$ cat src/rtl/ldpc_parity_accum.sv
// Serial quasi-cyclic LDPC parity accumulator: XORs a rotating generator row into the
// parity register for every 1 information bit, then streams the parity out MSB first.
module ldpc_parity_accum #(
    parameter int Z          = 360,
    parameter int NUM_GROUPS = 12,
    parameter int PAR_W      = 360,
    parameter int SYSTEMATIC = 1,
    parameter int AW         = 4
) (
    input  logic             clk,
    input  logic             rst,
    input  logic             start,
    input  logic             din_valid,
    input  logic             din,
    output logic             din_ready,
    output logic [AW-1:0]    rom_addr,
    input  logic [PAR_W-1:0] rom_data,
    output logic             dout_valid,
    output logic             dout,
    input  logic             dout_ready,
    output logic             dout_sof,
    output logic             dout_eof,
    output logic             dout_is_parity,
    output logic             busy
);

    localparam int ZW = (Z > 1) ? $clog2(Z) : 1;
    localparam int GW = (NUM_GROUPS > 1) ? $clog2(NUM_GROUPS) : 1;
    localparam int PW = (PAR_W > 1) ? $clog2(PAR_W) : 1;
    localparam logic [ZW-1:0] Z_LAST = ZW'(Z - 1);
    localparam logic [GW-1:0] G_LAST = GW'(NUM_GROUPS - 1);
    localparam logic [PW-1:0] P_LAST = PW'(PAR_W - 1);
    localparam logic [AW-1:0] A_LAST = AW'(NUM_GROUPS - 1);
    localparam logic [AW-1:0] A_FIRST_PREFETCH = (NUM_GROUPS > 1) ? AW'(1) : '0;
    localparam bit SYS = (SYSTEMATIC != 0);

    typedef enum logic [1:0] {IDLE, LOAD, ACCUM, PARITY} state_t;

    state_t            state;
    logic [PAR_W-1:0]  acc;
    logic [PAR_W-1:0]  row;
    logic [PAR_W-1:0]  prefetch;
    logic [ZW-1:0]     bit_cnt;
    logic [GW-1:0]     grp_cnt;
    logic [PW-1:0]     par_idx;
    logic              chg_p0;
    logic              chg_p1;
    logic              par_valid;
    logic              par_bit;
    logic              par_sof;
    logic              par_eof;
    logic              par_flag;

    logic              in_accum;
    logic              accept;
    logic              grp_end;
    logic              last_bit;
    logic [PAR_W-1:0]  acc_nxt;
    logic [PAR_W-1:0]  next_row;

    function automatic logic [PAR_W-1:0] rotr1(input logic [PAR_W-1:0] v);
        return {v[0], v[PAR_W-1:1]};
    endfunction

    // The address runs one group ahead of the row in use; once the last row has
    // been requested it parks at 0 so IDLE already presents row 0.
    function automatic logic [AW-1:0] addr_adv(input logic [AW-1:0] a);
        if (a == A_LAST || a == '0)
            return '0;
        return a + AW'(1);
    endfunction

    assign in_accum  = (state == ACCUM);
    assign din_ready = in_accum && (!SYS || dout_ready);
    assign accept    = din_valid && din_ready;
    assign grp_end   = (bit_cnt == Z_LAST);
    assign last_bit  = grp_end && (grp_cnt == G_LAST);
    assign acc_nxt   = din ? (acc ^ row) : acc;
    assign busy      = (state != IDLE);
    // A boundary that lands while the fresh ROM word is still on the bus takes it directly.
    assign next_row  = chg_p1 ? rom_data : prefetch;

    always_comb begin
        dout_valid     = par_valid;
        dout           = par_bit;
        dout_sof       = par_sof;
        dout_eof       = par_eof;
        dout_is_parity = par_flag;
        if (SYS && in_accum) begin
            dout_valid     = din_valid;
            dout           = din;
            dout_sof       = din_valid && (bit_cnt == '0) && (grp_cnt == '0);
            dout_eof       = 1'b0;
            dout_is_parity = 1'b0;
        end
    end

    always_ff @(posedge clk or posedge rst) begin
        if (rst) begin
            state     <= IDLE;
            acc       <= '0;
            row       <= '0;
            prefetch  <= '0;
            rom_addr  <= '0;
            bit_cnt   <= '0;
            grp_cnt   <= '0;
            par_idx   <= '0;
            chg_p0    <= 1'b0;
            chg_p1    <= 1'b0;
            par_valid <= 1'b0;
            par_bit   <= 1'b0;
            par_sof   <= 1'b0;
            par_eof   <= 1'b0;
            par_flag  <= 1'b0;
        end else begin
            // p0: address changed last edge; p1: synchronous ROM word for it is on rom_data
            chg_p0 <= 1'b0;
            chg_p1 <= chg_p0;
            if (chg_p1)
                prefetch <= rom_data;

            case (state)
                IDLE: begin
                    if (start)
                        state <= LOAD;
                end
                LOAD: begin
                    row      <= rom_data;
                    rom_addr <= A_FIRST_PREFETCH;
                    chg_p0   <= 1'b1;
                    bit_cnt  <= '0;
                    grp_cnt  <= '0;
                    state    <= ACCUM;
                end
                ACCUM: begin
                    if (accept) begin
                        acc <= acc_nxt;
                        if (last_bit) begin
                            state     <= PARITY;
                            bit_cnt   <= '0;
                            grp_cnt   <= '0;
                            par_idx   <= P_LAST;
                            par_valid <= 1'b1;
                            par_bit   <= acc_nxt[PAR_W-1];
                            par_sof   <= !SYS;
                            par_eof   <= (PAR_W == 1);
                            par_flag  <= 1'b1;
                        end else if (grp_end) begin
                            row      <= next_row;
                            bit_cnt  <= '0;
                            grp_cnt  <= grp_cnt + GW'(1);
                            rom_addr <= addr_adv(rom_addr);
                            chg_p0   <= 1'b1;
                        end else begin
                            row     <= rotr1(row);
                            bit_cnt <= bit_cnt + ZW'(1);
                        end
                    end
                end
                PARITY: begin
                    if (dout_ready) begin
                        if (par_idx == '0) begin
                            state     <= IDLE;
                            acc       <= '0;
                            par_valid <= 1'b0;
                            par_bit   <= 1'b0;
                            par_sof   <= 1'b0;
                            par_eof   <= 1'b0;
                            par_flag  <= 1'b0;
                        end else begin
                            par_idx <= par_idx - PW'(1);
                            par_bit <= acc[par_idx - PW'(1)];
                            par_sof <= 1'b0;
                            par_eof <= (par_idx == PW'(1));
                        end
                    end
                end
                default: state <= IDLE;
            endcase
        end
    end

endmodule
$ cat config.mk
export PLATFORM = sky130hd
export DESIGN_NAME = ldpc_parity_accum
export DESIGN_NICKNAME = d
export VERILOG_FILES = /design/src/rtl/ldpc_parity_accum.sv
export SDC_FILE = /design/constraint.sdc
export NUM_CORES = 2
export LEC_CHECK = 0
export ABC_AREA = 1
export ABC_CLOCK_PERIOD_IN_PS = 41400
export BUFFER_PORTS_ARGS = -buffer_cell sky130_fd_sc_hd__buf_4
export CAP_MARGIN = 5
export CORE_MARGIN = 2
export CORE_UTILIZATION = 60
export CTS_CLUSTER_DIAMETER = 120
export DETAILED_ROUTE_END_ITERATION = 12
export PLACE_DENSITY = 0.85
export SLEW_MARGIN = 20
export SYNTH_ARGS = -nofsm -noshare
export SYNTH_HDL_FRONTEND = slang
export SYNTH_SLANG_ARGS = --single-unit
export TNS_END_PERCENT = 100
$ cat constraint.sdc
create_clock -name clk -period 41.4 [get_ports clk]
set_input_delay 2.07 -clock clk [delete_from_list [all_inputs] [get_ports clk]]
set_output_delay 2.07 -clock clk [all_outputs]
set_load 0.03 [all_outputs]
# [After elaboration in Yosys (flattened, before gate mapping)]
# Cells that the tools add are included.
[classes] addsub=4 magnitude_cmp=1 eq_ne=17 muxes=68 bitwise_logic=1 reduce_logical=24
[op_table] cell="360-bit 2-to-1 mux" n=8
[op_table] cell="360-bit case mux with 2 select lines" n=2
[op_table] cell="360-bit bitwise XOR" n=1
[op_table] cell="9-bit 2-to-1 mux" n=7
[op_table] cell="9-bit case mux with 2 select lines" n=2
[op_table] cell="4-bit 2-to-1 mux" n=8
[op_table] cell="1-bit 2-to-1 mux" n=27
[op_table] cell="5-bit AND reduction" n=4
[op_table] cell="9-bit zero test" n=2
[op_table] cell="4-bit case mux with 2 select lines" n=2
[op_table] cell="2-bit != test (second input constant)" n=6
[op_table] cell="4-bit AND reduction" n=3
[op_table] cell="9-bit by 10-bit less-than comparator with 1-bit output (second input constant)" n=1
[op_table] cell="2-bit 2-to-1 mux" n=5
[op_table] cell="1-bit case mux with 2 select lines" n=5
[op_table] cell="9-bit by 1-bit adder with 9-bit output (second input constant)" n=1
[op_table] cell="1-bit binary-select mux with 9-bit select" n=1
[op_table] cell="9-bit by 1-bit == test with 1-bit output (second input constant)" n=1
[op_table] cell="9-bit == test (second input constant)" n=1
[op_table] cell="9-bit by 1-bit subtractor with 9-bit output (second input constant)" n=1
[op_table] cell="4-bit by 1-bit adder with 4-bit output (second input constant)" n=2
[op_table] cell="4-bit == test (second input constant)" n=2
[op_table] cell="4-bit zero test" n=2
[op_table] cell="2-bit case mux with 4 select lines" n=1
[op_table] cell="other kinds (10)" n=20
[totals] register_bits=1114 out_inout_bits=11 word_cells=130

# [Longest topological paths before layout]
[logic_depth] depth_word=12 mapped_depth=21 depth_no_buf=17

# [Worst setup path before layout]
# Ideal clock, no wire load.
[synth_timing] path_type="input -> output" from="input port din_valid" to="output port dout_sof" t_arrival_ns=3.141 required_time_ns=39.330 setup_slack_ns=36.189 cell_stages=2 path_buffers=0 path_cell_list="nand2_1 > nor4_1"
[synth_via] elab_chain_len=3
[synth_lines] element="start, declared" line_no="13" source="input logic din_valid,"
[synth_lines] element="1-bit logical AND (2 in a row)" line_no="92" source="dout_sof = din_valid && (bit_cnt == '0) && (grp_cnt == '0);"
[synth_lines] element="1-bit 2-to-1 mux" line_no="89" source="if (SYS && in_accum) begin"
[synth_lines] element="end, declared" line_no="21" source="output logic dout_sof,"
# Every way passes these cells.

# [Worst setup path after layout]
[layout_timing] from="input port din_valid" to="register row[124]"
[layout_via] elab_chain_len=3
[layout_lines] element="1-bit logical AND" line_no="75" source="assign accept = din_valid && din_ready;"
[layout_lines] element="2-bit by 1-bit != test with 1-bit output (no source line)"
[layout_lines] element="3-bit AND reduction (no source line)"
[layout_lines] element="end signal, assigned" line_no="128" source="row <= rom_data;"
[layout_lines] element="end signal, assigned" line_no="149" source="row <= next_row;"
[layout_lines] element="end signal, assigned" line_no="155" source="row <= rotr1(row);"
[layout_lines] element="end, declared" line_no="41" source="logic [PAR_W-1:0] row;"
# Every way passes these cells.
# A chain may end at the register's enable or synchronous reset.

==> impl_metrics.prom <==
# TYPE chip_impl_metric gauge
chip_impl_metric{name="grt_remaining_overflow",unit=""} 0
chip_impl_info{name="worst_path_dominant_cell_family",value="buffers and inverters"} 1
chip_impl_metric{name="clockPowerShare",unit=""} 0.190
chip_impl_metric{name="initial_core_util",unit=""} 0.603
chip_impl_metric{name="intPower",unit="mW"} 3.20
chip_impl_metric{name="power-per-cell-area",unit="mW/mm²"} 88.0
chip_impl_info{name="crit_top_cell",value="sky130_fd_sc_hd__buf_4"} 1
chip_impl_info{name="hold_path_end",value="chg_p1"} 1
chip_impl_metric{name="grt_first_pass_wirelength",unit="mm"} 235
chip_impl_metric{name="fp.dieArea",unit="mm²"} 0.0944
chip_impl_metric{name="setup_tns",unit="ns"} 0
chip_impl_metric{name="timing.final.crit_period",unit="ns"} 6.35
chip_impl_metric{name="net-switching-power",unit="mW"} 2.25
chip_impl_metric{name="layout.cells.non_filler",unit=""} 7437
chip_impl_metric{name="number_of_sinks_driven_by_the_clock_tree",unit=""} 1113
chip_impl_metric{name="drt-pass1-iter-count",unit=""} 6
chip_impl_metric{name="post_synth_inst_count",unit=""} 6078
chip_impl_metric{name="layout-drive-gt1-share",unit=""} 0.159
chip_impl_metric{name="syn_area",unit="mm²"} 0.0551
chip_impl_info{name="startpoint_type",value="primary input"} 1
chip_impl_metric{name="cts.htree.levels",unit=""} 3
chip_impl_metric{name="grtUsageTotal",unit=""} 0.308
chip_impl_metric{name="rows",unit=""} 111
chip_impl_metric{name="path_max_fanout",unit=""} 114
chip_impl_metric{name="globalplace.congestion",unit=""} 0.811
chip_impl_metric{name="wl",unit="mm"} 147
chip_impl_metric{name="antenna_found_initial",unit=""} 3
chip_impl_info{name="yosys.cell_count.top_type",value="sky130_fd_sc_hd__dfrtp_1"} 1
chip_impl_metric{name="routed_wire_length_per_instance",unit="µm"} 19.8
chip_impl_info{name="synth_top_area_cell",value="sky130_fd_sc_hd__dfrtp_1"} 1
chip_impl_metric{name="synth_top_area_frac",unit=""} 0.505
chip_impl_metric{name="reg2reg_depth",unit=""} 13
chip_impl_metric{name="drv_cap",unit=""} 0
chip_impl_info{name="crit-reg2reg-launch",value="bit_cnt[1]"} 1
chip_impl_metric{name="numCtsBuffers",unit=""} 113
chip_impl_metric{name="largest_net_degree_at_the_start_of_global_routing",unit=""} 253
chip_impl_metric{name="place.detailed.hpwl",unit="mm"} 88.0
chip_impl_metric{name="yosysWarnings",unit=""} 0
chip_impl_metric{name="synth_enable_flop_cells",unit=""} 0
chip_impl_metric{name="detailroute.via_count",unit=""} 46000
chip_impl_metric{name="ff2ff_setup_slack",unit="ns"} 35.14
chip_impl_metric{name="die_w",unit="µm"} 307
chip_impl_metric{name="cts.repair.resized",unit=""} 0
chip_impl_metric{name="area_of_the_multi_input_gates",unit="mm²"} 0.0225
chip_impl_metric{name="via_count_of_the_first_global_routing_pass",unit=""} 45100
chip_impl_metric{name="setup_viol",unit=""} 0
chip_impl_metric{name="slew_violations",unit=""} 0
chip_impl_metric{name="drtAntennaViolNets",unit=""} 0
chip_impl_info{name="tritoncts",value="done"} 1
chip_impl_metric{name="clock_latency",unit="ns"} 0.72
chip_impl_metric{name="boundaryPins",unit=""} 377
chip_impl_metric{name="critPathRequiredTime",unit="ns"} 42.00
chip_impl_info{name="crit_path_cell_trace",value="buf_4 > nand2_1 > nor2_1 > nor2_1 > nor2_1 > nand2_8 > buf_4 > buf_4 > buf_4 > buf_6 > a21oi_1 > a22oi_1"} 1
chip_impl_metric{name="netlist-cell-type-count",unit=""} 33
chip_impl_metric{name="drt_iter0_drc",unit=""} 5136
chip_impl_info{name="setup.worst_path.class",value="in2reg"} 1
chip_impl_metric{name="worst_slew_pin_slew",unit="ns"} 1.38
chip_impl_metric{name="syn_to_final_growth",unit="%"} 12.3
chip_impl_info{name="clock-root-buffer",value="sky130_fd_sc_hd__clkbuf_16"} 1
chip_impl_metric{name="syn-num-nets",unit=""} 6457
chip_impl_metric{name="post-route-period-util",unit=""} 0.153
chip_impl_metric{name="seq_power_share",unit=""} 0.343
chip_impl_info{name="worst_hold_startpoint",value="chg_p0"} 1
chip_impl_metric{name="finalHoldViolCount",unit=""} 0
chip_impl_metric{name="remaining_drc_errors",unit=""} 0
chip_impl_metric{name="post_synth.cell_area_avg",unit="µm²"} 9.07
chip_impl_metric{name="clkSlewWorstSetupHoldPaths",unit="ns"} 0.06
chip_impl_metric{name="filler_cell_count",unit=""} 6777
chip_impl_info{name="postSynth.topFlopCell",value="sky130_fd_sc_hd__dfrtp_1"} 1
chip_impl_metric{name="power_leakage",unit="nW"} 28.0
chip_impl_metric{name="crit_buf_inv",unit=""} 5
chip_impl_metric{name="crit_path_max_incr_delay",unit="ns"} 0.88
chip_impl_metric{name="postCtsSetupRepairBufs",unit=""} 0
chip_impl_metric{name="route.detailed.vias_per_inst",unit=""} 6.18
chip_impl_info{name="synth_top_cells_by_area",value="sky130_fd_sc_hd__dfrtp_1, sky130_fd_sc_hd__a21oi_1, sky130_fd_sc_hd__o21ai_0, sky130_fd_sc_hd__mux2_2, sky130_fd_sc_hd__inv_1"} 1
chip_impl_metric{name="place_inst",unit=""} 7226
chip_impl_metric{name="max_freq",unit="MHz"} 158
chip_impl_metric{name="ir_worst_vdd",unit="µV"} 83.1
chip_impl_metric{name="timing.clock.skew",unit="ns"} 0.0258
chip_impl_metric{name="worstHoldPathCells",unit=""} 0
chip_impl_metric{name="nets",unit=""} 6535
chip_impl_metric{name="buffer_ports.inserted",unit=""} 376
chip_impl_metric{name="cts_max_path_buffers",unit=""} 3
chip_impl_metric{name="crit_arrival",unit="ns"} 6.95
chip_impl_metric{name="power.switching_fraction",unit=""} 0.413
chip_impl_metric{name="synth-async-reset-ratio",unit=""} 1.00
chip_impl_metric{name="timing.slew.headroom",unit=""} 0.0776
chip_impl_info{name="min_path_type",value="reg2reg"} 1
chip_impl_info{name="rsz0062_at_grt",value="no"} 1
chip_impl_metric{name="cts_hold_buf",unit=""} 0
chip_impl_info{name="status",value="completed"} 1
chip_impl_info{name="critical_path.slowest_cell",value="sky130_fd_sc_hd__buf_4"} 1
chip_impl_info{name="r2r_end",value="row[124]"} 1
chip_impl_metric{name="combPwrFrac",unit=""} 0.468
chip_impl_info{name="cp-end-kind",value="register"} 1
chip_impl_metric{name="die_y",unit="µm"} 307
chip_impl_metric{name="synth.ff_latch_count",unit=""} 1113
chip_impl_info{name="post_synth_top_cells",value="sky130_fd_sc_hd__dfrtp_1, sky130_fd_sc_hd__a21oi_1, sky130_fd_sc_hd__o21ai_0"} 1
chip_impl_metric{name="synth-seq-area-share",unit=""} 0.505
chip_impl_metric{name="placeableCoreArea",unit="mm²"} 0.0914
chip_impl_metric{name="area.sequential",unit="mm²"} 0.0279
[power by group through the flow]
| stage | logic (mW) | clock network, mW | registers (mW) |
|---|---|---|---|
| finish | 2.55 | 1.03 | 1.87 |
| global route | 2.84 | 1.09 | 1.92 |
| CTS | 2.52 | 1.04 | 1.86 |
| detailed placement | 2.49 | 0 | 1.88 |
| global placement | 2.36 | 0 | 1.85 |
| floorplan | 1.94 | 0 | 1.83 |
[how the worst max path moves through the flow]
stage,startpoint,end,slack [ns],cells after the start
2_1_floorplan,rst,acc[0],7.99,1
3_3_place_gp,din_valid,row[176],34.10,11
3_5_place_dp,din_valid,row[124],33.95,12
4_1_cts,din_valid,row[124],34.58,12
5_1_grt,bit_cnt[1],row[124],34.71,13
6_report,din_valid,row[124],35.05,12
[registers in the layout, indices dropped and copies added, names as in the netlist]
register,flops
par_idx,9
bit_cnt,9
prefetch,360
row,360
par_bit,1
grp_cnt,4
par_eof,1
chg_p0,1
chg_p1,1
state,2
acc,360
rom_addr,4
par_flag,1
[cells in the final DEF, fill, tap and decap left out, types with 3 or more instances in the layout]
| master | synthesis | final |
|---|---|---|
| sky130_fd_sc_hd__xor2_1 | 5 | 5 |
| sky130_fd_sc_hd__inv_6 | 0 | 3 |
| sky130_fd_sc_hd__inv_1 | 772 | 769 |
| sky130_fd_sc_hd__bufinv_16 | 0 | 5 |
| sky130_fd_sc_hd__nor3_1 | 369 | 369 |
| sky130_fd_sc_hd__nor3b_1 | 362 | 362 |
| sky130_fd_sc_hd__buf_4 | 0 | 425 |
| sky130_fd_sc_hd__clkbuf_16 | 0 | 115 |
| sky130_fd_sc_hd__clkinv_2 | 0 | 17 |
| sky130_fd_sc_hd__o21ai_0 | 859 | 859 |
| sky130_fd_sc_hd__nand4_1 | 5 | 5 |
| sky130_fd_sc_hd__dfrtp_1 | 1113 | 1111 |
| sky130_fd_sc_hd__clkbuf_8 | 0 | 30 |
| sky130_fd_sc_hd__o22ai_1 | 5 | 5 |
| sky130_fd_sc_hd__nand3_1 | 152 | 152 |
| sky130_fd_sc_hd__mux2_2 | 360 | 360 |
| sky130_fd_sc_hd__clkbuf_1 | 308 | 30 |
| sky130_fd_sc_hd__a21oi_1 | 873 | 873 |
| sky130_fd_sc_hd__diode_2 | 0 | 3 |
| sky130_fd_sc_hd__nor4_1 | 3 | 3 |
| sky130_fd_sc_hd__nand2_1 | 283 | 279 |
| sky130_fd_sc_hd__nor2_1 | 52 | 51 |
| sky130_fd_sc_hd__clkinvlp_4 | 0 | 5 |
| sky130_fd_sc_hd__nor2_2 | 3 | 4 |
| sky130_fd_sc_hd__ha_1 | 13 | 12 |
| sky130_fd_sc_hd__buf_12 | 0 | 6 |
| sky130_fd_sc_hd__a22oi_1 | 363 | 363 |
[area by class of cell]
type,instances,area share
Clock inverter,32,0.00564
Clock buffer,175,0.0550
Timing Repair Buffer,434,0.0543
Tap cell,1186,0.0240
Sequential cell,1113,0.450
Multi-Input combinational cell,3719,0.364
Inverter,775,0.0473
Antenna cell,3,0.000121
[cells by family after synthesis]
logic type	share of synthesized area
fa+ha+maj	0.00295
simple gates	0.121
xor+xnor	0.00109
flops	0.505
buf+inv	0.0877
compound gates	0.209
mux	0.0735
[metrics by stage]
stage               setup slack (ns)  utilization  hold slack (ns)  cell area, µm²  total power, mW
floorplan                       7.99            -            0.331           55100             3.77
global placement               34.10        0.636            0.339           58100             4.21
detailed placement             33.95        0.636            0.347           58100             4.36
CTS                            34.58        0.677            0.355           61900             5.42
global route                   34.71        0.677            0.356           61900             5.85
finish                         35.05        0.678            0.353           61900             5.45
[per-layer routing]
metal  routed length [µm]  vias to the layer above  global-route usage
li1                     -                    21200                   -
met1                59800                    22600               0.411
met2                70300                     1845               0.497
met3                10600                      354              0.0462
met4                 6560                        0               0.149
met5                    0                        -                   0
No activity file was read; power rests on OpenSTA's default activity.
